**config.mk**
```make
export PLATFORM = sky130hd
export DESIGN_NAME = irq_ctrl
export DESIGN_NICKNAME = d
export VERILOG_FILES = /design/src/rtl/irq_ctrl.sv
export SDC_FILE = /design/constraint.sdc
export NUM_CORES = 1
export LEC_CHECK = 0
export ABC_AREA = 1
export ABC_CLOCK_PERIOD_IN_PS = 1550
export CAP_MARGIN = 20
export CORE_ASPECT_RATIO = 1.25
export CORE_UTILIZATION = 38
export DETAILED_ROUTE_END_ITERATION = 8
export GPL_TIMING_DRIVEN = 0
export PLACE_DENSITY = 0.8
export RECOVER_POWER = 25
export SYNTH_ARGS = -nofsm -noshare
export SYNTH_HDL_FRONTEND = slang
export SYNTH_SLANG_ARGS = --single-unit
```
**constraint.sdc**
```tcl
create_clock -name clk -period 1.55 [get_ports clk]
set_input_delay 0.31 -clock clk [delete_from_list [all_inputs] [get_ports clk]]
set_output_delay 0.31 -clock clk [all_outputs]
set_load 0.01 [all_outputs]
```
**src/rtl/irq_ctrl.sv**
```systemverilog
// Multi-source interrupt controller: edge-detects request lines, injects a save sequence and
// vectors the PC. Optional nesting is enabled with the IRQ_NEST_EN macro.
module irq_ctrl #(
  parameter int unsigned             NUM_IRQ     = 4,
  parameter int unsigned             PC_WIDTH    = 32,
  parameter int unsigned             INSTR_WIDTH = 16,
  parameter logic [PC_WIDTH-1:0]     VEC_BASE    = '0,
  parameter int unsigned             VEC_STRIDE  = 2,
  parameter int unsigned             NEST_DEPTH  = 4,
  parameter logic [INSTR_WIDTH-1:0]  INSTR_NOP   = INSTR_WIDTH'(16'h0000),
  parameter logic [INSTR_WIDTH-1:0]  INSTR_SAVE0 = INSTR_WIDTH'(16'h1001),
  parameter logic [INSTR_WIDTH-1:0]  INSTR_SAVE1 = INSTR_WIDTH'(16'h1002),
  parameter logic [INSTR_WIDTH-1:0]  INSTR_SAVE2 = INSTR_WIDTH'(16'h1003)
) (
  input  logic                   clk,
  input  logic                   reset,
  input  logic [NUM_IRQ-1:0]     irq,
  input  logic [NUM_IRQ-1:0]     mask,
  input  logic                   hold,
  input  logic                   rti_done,
  output logic                   pc_stop,
  output logic [INSTR_WIDTH-1:0] instruction,
  output logic                   pc_change,
  output logic [PC_WIDTH-1:0]    pc_value,
  output logic [NUM_IRQ-1:0]     ack,
  output logic                   busy,
  output logic [2:0]             depth
);

  localparam int unsigned IdW = $clog2(NUM_IRQ);
`ifdef IRQ_NEST_EN
  localparam bit NestEn = 1'b1;
`else
  localparam bit NestEn = 1'b0;
`endif
  localparam int unsigned StackDepth = NestEn ? NEST_DEPTH : 1;

  typedef enum logic [2:0] {StIdle, StInj0, StInj1, StInj2, StVector, StService} state_e;

  state_e             state_q, state_d;
  logic [NUM_IRQ-1:0] irq_q;
  logic [NUM_IRQ-1:0] pend_q, pend_d;
  logic [IdW-1:0]     stack_q [StackDepth];
  logic [2:0]         depth_q, depth_d;

  logic [NUM_IRQ-1:0] rise;
  logic [NUM_IRQ-1:0] eligible;
  logic               any_elig;
  logic [IdW-1:0]     sel_id;
  logic [IdW-1:0]     top_id;
  logic               push, pop;
  logic [NUM_IRQ-1:0] clr;

  assign rise     = irq & ~irq_q;
  assign eligible = pend_q & ~mask;
  assign any_elig = |eligible;

  // Lowest index wins: scan downwards so the last hit is the smallest.
  always_comb begin
    sel_id = '0;
    for (int i = NUM_IRQ - 1; i >= 0; i--) begin
      if (eligible[i]) sel_id = IdW'(i);
    end
  end

  always_comb begin
    top_id = '0;
    for (int i = 0; i < StackDepth; i++) begin
      if (int'(depth_q) == i + 1) top_id = stack_q[i];
    end
  end

  always_comb begin
    state_d = state_q;
    push    = 1'b0;
    pop     = 1'b0;
    unique case (state_q)
      StIdle: begin
        if (any_elig && !hold) begin
          state_d = StInj0;
          push    = 1'b1;
        end
      end
      StInj0:   state_d = StInj1;
      StInj1:   state_d = StInj2;
      StInj2:   state_d = StVector;
      StVector: state_d = StService;
      StService: begin
        // A return takes precedence over a simultaneous preemption.
        if (rti_done) begin
          pop = 1'b1;
          if (depth_q == 3'd1) state_d = StIdle;
        end
`ifdef IRQ_NEST_EN
        else if (any_elig && !hold && (sel_id < top_id) && (depth_q < 3'(StackDepth))) begin
          state_d = StInj0;
          push    = 1'b1;
        end
`endif
      end
      default: state_d = StIdle;
    endcase
  end

  always_comb begin
    depth_d = depth_q;
    if (push)     depth_d = depth_q + 3'd1;
    else if (pop) depth_d = depth_q - 3'd1;
  end

  assign pend_d = (pend_q & ~clr) | rise;

  always_ff @(posedge clk or negedge reset) begin
    if (!reset) begin
      state_q <= StIdle;
      irq_q   <= '0;
      pend_q  <= '0;
      depth_q <= '0;
      for (int i = 0; i < StackDepth; i++) stack_q[i] <= '0;
    end else begin
      state_q <= state_d;
      irq_q   <= irq;
      pend_q  <= pend_d;
      depth_q <= depth_d;
      for (int i = 0; i < StackDepth; i++) begin
        if (push && int'(depth_q) == i) stack_q[i] <= sel_id;
      end
    end
  end

  always_comb begin
    pc_stop     = 1'b0;
    instruction = INSTR_NOP;
    pc_change   = 1'b0;
    pc_value    = '0;
    ack         = '0;
    unique case (state_q)
      StInj0: begin
        pc_stop     = 1'b1;
        instruction = INSTR_SAVE0;
      end
      StInj1: begin
        pc_stop     = 1'b1;
        instruction = INSTR_SAVE1;
      end
      StInj2: begin
        pc_stop     = 1'b1;
        instruction = INSTR_SAVE2;
      end
      StVector: begin
        pc_stop   = 1'b1;
        pc_change = 1'b1;
        pc_value  = VEC_BASE + PC_WIDTH'(top_id) * PC_WIDTH'(VEC_STRIDE);
        ack       = NUM_IRQ'(1) << top_id;
      end
      default: ;
    endcase
  end

  assign clr   = ack;
  assign busy  = (state_q != StIdle);
  assign depth = depth_q;

endmodule

```
==> results.toml, run 1 <==
[cts]
clockBufferDepth = 2
root_buffer = "clkbuf_4"
ctsHtreeMaxLevel = 1
cts_buffers = 3
cts.sinks = 16
clk_latency_ns = 0.29
cts_hold_buffers = 0
path_clk_slew_ns = 0.10
tritoncts = "yes"

[global_route]
grt_max_degree = 17
antenna_found_initial = 0
gr-total-overflow = 0
grt_usage = 0.170
grt_pass1_wl_um = 4290
grt_pass1_vias = 990

[sta]
holdWs_ns = 0.435
period_share = 1.19
finalHoldViolCount = 0
fin_crit_ns = 1.84
fin_skew_ns = 0.00313
setup_slack_ns = -0.294
rsz0062_at_grt = "yes"
maxSlewViolCount = 0
slew_headroom = 0.513
worst_slew_pin_slew_ns = 0.728
finalSetupTns_ns = -1.68
setup_viol_count_final = 10
fmax_ghz = 0.542

[placed_design]
port_buffers = 26
hpwl_um = 1790
gp_congestion = 0.722
dpl_cell_area_mm2 = 0.00170

[worst_setup_path]
crit_buf_inv = 3
slowest_stage = "dfrtp_1"
arrival_ns = 1.53
reg2reg_setup_slack_ns = 0.06
cpLargestDelayFamily = "simple AND/OR/NAND/NOR gates"
worstPathMaxFanout = 4
required_ns = 1.24
crit_top_cell = "inv_2"
crit_type = "reg2out"
slowest_delay_ns = 0.40
critPathLaunchType = "flip-flop"
crit_chain = "inv_2 -> ha_4 -> inv_2 -> nor2_4 -> nand2_4 -> nor3_4 -> buf_2"
cp-end-kind = "output pin"

[status]
status = "finished with violations"
violations = "negative setup slack"

[floorplan]
core_area_mm2 = 0.00303
die_area_mm2 = 0.00350
die_width_um = 53.1
pin_count = 70
initial_core_util = 0.410
fp.dieH_um = 65.9
rows = 22

[routing]
wl_per_cell_um = 10.3
via_count = 1143
vias_per_cell = 4.01
dr.pass1.iters = 4
drc = 0
wl_um = 2930
drt_iter0_drc = 29
ant_nets = 0

[synthesis]
synthCells = 159
ys_seq_elements = 16
synth_area_per_cell_um2 = 7.80
yosys.area.top_type_share = 0.323
yosysWarningCount = 0
synth.largest_area_cell = "dfrtp_1"
yosysSeqAreaShare = 0.323
ys_types = 22
syn_area_mm2 = 0.00124
synth_area_leaders = "dfrtp_1, buf_4, nand2_1, inv_1, ha_1"

[layout]
layout-drive-gt1-share = 0.442
antennaDiodeCount = 0
fillers = 254
nets = 266
final_area_mm2 = 0.00199
syn_to_final_growth_pct = 60.4

[power]
peakVddDrop_v = 0.000896
leakage_nw = 1.19
p_total_mw = 2.82
cellPowerDensity_mw_per_mm2 = 1420

[job]
maxCapViolCount = 0

[worst_hold_path]
hold_path_class = "reg2reg"
-- path summary, 6_finish.rpt --
| check | from | end | cells after the start |
|---|---|---|---|
| hold / removal | irq_q[1] | pend_q[1] | 1 |
| setup reg to reg | depth[0] | stack_q[1] | 8 |
| min in group asynchronous | reset | depth[1] | 1 |
| max in group asynchronous | reset | depth[2] | 1 |
| setup / recovery | depth[1] | ack[3] | 7 |
| hold reg to reg | irq_q[1] | pend_q[1] | 1 |
-- cell usage after synthesis --
master,n
a21boi_0,1
a21oi_1,3
buf_2,1
buf_4,43
conb_1,1
dfrtp_1,16
ha_1,4
inv_1,23
inv_2,4
nand2_1,28
nand2_2,4
nand3_1,4
nand3_4,1
nand4_1,1
nor2_1,9
nor2_4,2
nor3_2,4
o211ai_1,1
o21ai_0,2
o21ai_1,2
o22ai_1,3
xnor2_1,2
-- cell usage in the layout (no fill, tap or decap), drive strengths merged, types with 2 or more instances in the layout --
cell type / instances
nand2: 33
inv: 26
nand3: 5
xnor2: 2
dlygate4sd3: 5
o21ai: 4
nor2: 11
nor3: 4
conb: 43
buf: 71
o22ai: 3
ha: 4
clkbuf: 5
dfrtp: 16
clkdlybuf4s50: 6
dlygate4sd2: 3
a21oi: 3
-- per-stage QoR --
step / utilization / setup slack (ns) / std cells
floorplan: - / 0.0308 / 201
global placement: 0.562 / -0.548 / 263
detailed placement: 0.562 / -0.560 / 263
CTS: 0.642 / -0.304 / 286
global route: 0.657 / -0.376 / 285
finish: 0.657 / -0.294 / 285
-- report_power, final --
part	switching [mW]	total [mW]	internal, mW
clock	0.147	0.290	0.143
sequential	0.126	0.670	0.544
combinational	0.969	1.86	0.892
-- flip-flops by register name, summed over array words and instances (netlist names) --
| signal | count |
|---|---|
| irq_q | 4 |
| pend_q | 4 |
| depth | 3 |
| state_q | 3 |
| stack_q | 2 |
-- worst register-to-register path: stages, from the launching register on --
cell and delay (ns):
dfrtp_1 0.44, buf_4 0.16, inv_1 0.17, ha_4 0.16, inv_1 0.03, nor2_1 0.22, nand2_2 0.10, nand2_1 0.06
nand2_1 0.05
-- logic make-up (layout without fill, tap and decap cells) --
group,after synthesis,after routing,share of synthesized area
buffers and inverters,71,118,0.346
AND/OR/NAND/NOR,53,54,0.218
flip-flops,16,16,0.323
AO/OA/AOI/OAI,12,12,0.0555
adder cells (fa/ha/maj),4,4,0.0404
XOR/XNOR,2,2,0.0141
other,1,43,0.00302
-- layer usage --
layer / track usage / up-vias / part of all wire
li1: - / 578 / -
met1: 0.173 / 502 / 0.34
met2: 0.323 / 57 / 0.56
met3: 0.0276 / 6 / 0.073
met4: 0.0789 / 0 / 0.024
met5: 0 / - / 0
-- layout make-up --
cell class	instances	area, µm²	area share
sequential	16	403	0.203
clock buffer	4	36.3	0.0182
inverter	27	109	0.0547
multi-input combinational	115	697	0.350
buffer	44	330	0.166
tap	36	45.0	0.0226
timing repair buffer	43	369	0.186
-- what timing repair did --
action	4_1_cts	5_1_grt
setup endpoints to repair	15	16
resized for setup	76	19
gates cloned	0	1
pin swaps	10	8
endpoints found under the hold margin	0	0
buffers inserted	20	4
Note: power is estimated with default switching activity, not from simulation.
==> run 2: changes to the inputs <==
--- a/config.mk
+++ b/config.mk
@@ -17,3 +17,4 @@
 export SYNTH_ARGS = -nofsm -noshare
 export SYNTH_HDL_FRONTEND = slang
 export SYNTH_SLANG_ARGS = --single-unit
+export TNS_END_PERCENT = 1
==> run 2 against run 1 <==
Net effect:
- the run still ends with negative setup slack left
- clock power is essentially flat
- clock skew grew 0.0014 ns
- non-clock buffer count shrank 2
- final cell count shrank 1.1%
- routed wire length shrank 15%
- combinational power shrank 22%
- sequential cell count is the same
- hold slack gained 0.00067 ns
==> results.toml, run 2 (same netlist as run 1, synthesis figures left out) <==
[routing]
wl_per_cell_um = 8.83
dr.pass1.iters = 4
drt_iter0_drc = 25
via_count = 1075
vias_per_cell = 3.81
wl_um = 2490
drc = 0
ant_nets = 0

[status]
violations = "negative setup slack"
status = "finished with violations"

[floorplan]
die_width_um = 53.1
die_area_mm2 = 0.00350
pin_count = 70
fp.dieH_um = 65.9
core_area_mm2 = 0.00303
initial_core_util = 0.410
rows = 22

[sta]
maxSlewViolCount = 0
finalHoldViolCount = 0
fin_crit_ns = 1.83
slew_headroom = 0.516
period_share = 1.18
fmax_ghz = 0.547
fin_skew_ns = 0.00455
setup_viol_count_final = 11
worst_slew_pin_slew_ns = 0.723
setup_slack_ns = -0.278
rsz0062_at_grt = "yes"

[placed_design]
port_buffers = 26
gp_congestion = 0.722
dpl_cell_area_mm2 = 0.00170
hpwl_um = 1790

[global_route]
grt_max_degree = 17
grt_pass1_vias = 953
antenna_found_initial = 0
gr-total-overflow = 0
grt_usage = 0.161
grt_pass1_wl_um = 4090

[worst_setup_path]
reg2reg_setup_slack_ns = -0.19
r2r-start = "depth[1]"
crit_type = "reg2out"
cp-end-kind = "output pin"
worstPathMaxFanout = 4
rr_endpoint = "pend_q[3]"
critPathLaunchType = "flip-flop"
arrival_ns = 1.52
reg2regPathDepth = 13
required_ns = 1.24

[cts]
root_buffer = "clkbuf_4"
cts.sinks = 16
clk_latency_ns = 0.30
path_clk_slew_ns = 0.10
tritoncts = "yes"
clockBufferDepth = 2
cts_hold_buffers = 0
cts_buffers = 3
ctsHtreeMaxLevel = 1

[layout]
final_area_mm2 = 0.00190
nets = 263
multi_input_area_um2 = 644
syn_to_final_growth_pct = 53.0
antennaDiodeCount = 0
fillers = 255
final_cell_mix = "buf_4, conb_1, nand2_1, inv_1, dfrtp_1"
layout-drive-gt1-share = 0.415
largestRegisters = "irq_q: 4 flops, pend_q: 4 flops"
layout_commonest_cell = "buf_4"
seq_area_um2 = 403

[power]
peakVddDrop_v = 0.000881
p_total_mw = 2.41
cellPowerDensity_mw_per_mm2 = 1270
leakage_nw = 1.17

[worst_hold_path]
hold_path_depth = 1
hold-path-endpoint = "pend_q[1]"
hold_path_class = "reg2reg"
min_from = "irq_q[1]"

[job]
maxCapViolCount = 0
run 2: cell count changes in the layout (fill, tap and decap cells not counted), sizes merged:
cell	previous run	this run
buf	71	67
dlygate4sd2	3	5
clkbuf	5	6
clkinv	1	0
dlymetal6s2s	1	0
inv	26	27
nand2	33	32
run 2: layout make-up:
type                            instances  share of cell area
Buffer                                 44               0.173
Timing Repair Buffer                   41               0.179
Tap cell                               36              0.0237
Sequential cell                        16               0.212
Inverter                               27              0.0534
Clock buffer                            4              0.0191
Multi-Input combinational cell        114               0.340
run 2: timing repair:
| action | 4_1_cts | 5_1_grt |
|---|---|---|
| pin swaps | 7 | 6 |
| endpoints found under the setup margin | 15 | 16 |
| resized for setup | 64 | 5 |
| buffers inserted | 16 | 0 |
run 2: per-stage QoR:
step	hold WS (ns)	setup WS, ns	util	setup TNS, ns	std cells
after global placement	0.405	-0.548	0.562	-3.17	263
final	0.436	-0.278	0.626	-1.93	282
after floorplan	0.0144	0.0308	-	0	201
after CTS	0.436	-0.304	0.624	-2.11	282
after global routing	0.446	-0.358	0.626	-2.87	282
after detailed placement	0.422	-0.560	0.562	-3.32	263
run 2: power by group:
part	total [mW]	switching (mW)	internal (mW)
clock network	0.293	0.150	0.143
registers	0.675	0.131	0.544
logic	1.45	0.778	0.667
run 2: critical path, cell delays in order, from the launching register on:
cell and delay [ns]:
dfrtp_1 0.40, inv_2 0.08, ha_4 0.12, inv_2 0.04, nor2_4 0.15, nand2_4 0.09, nor3_2 0.16, buf_2 0.17
run 2: layer usage:
| metal | up-vias | track usage | share of wire | wire length, µm |
|---|---|---|---|---|
| met2 | 41 | 0.304 | 0.54 | 1340 |
| met1 | 460 | 0.164 | 0.36 | 903 |
| met4 | 0 | 0.0789 | 0.022 | 55 |
| met5 | - | 0 | 0 | 0 |
| li1 | 570 | - | - | - |
| met3 | 4 | 0.0276 | 0.077 | 191 |
run 2: how the worst max path moves through the flow:
stage	from	slack (ns)	cells after the start	endpoint
finish	depth[1]	-0.28	7	ack[1]
CTS	depth[1]	-0.30	7	ack[3]
floorplan	depth[1]	0.03	6	ack[3]
global route	depth[1]	-0.36	7	ack[3]
detailed placement	depth[1]	-0.56	7	ack[3]
global placement	depth[1]	-0.55	7	ack[3]
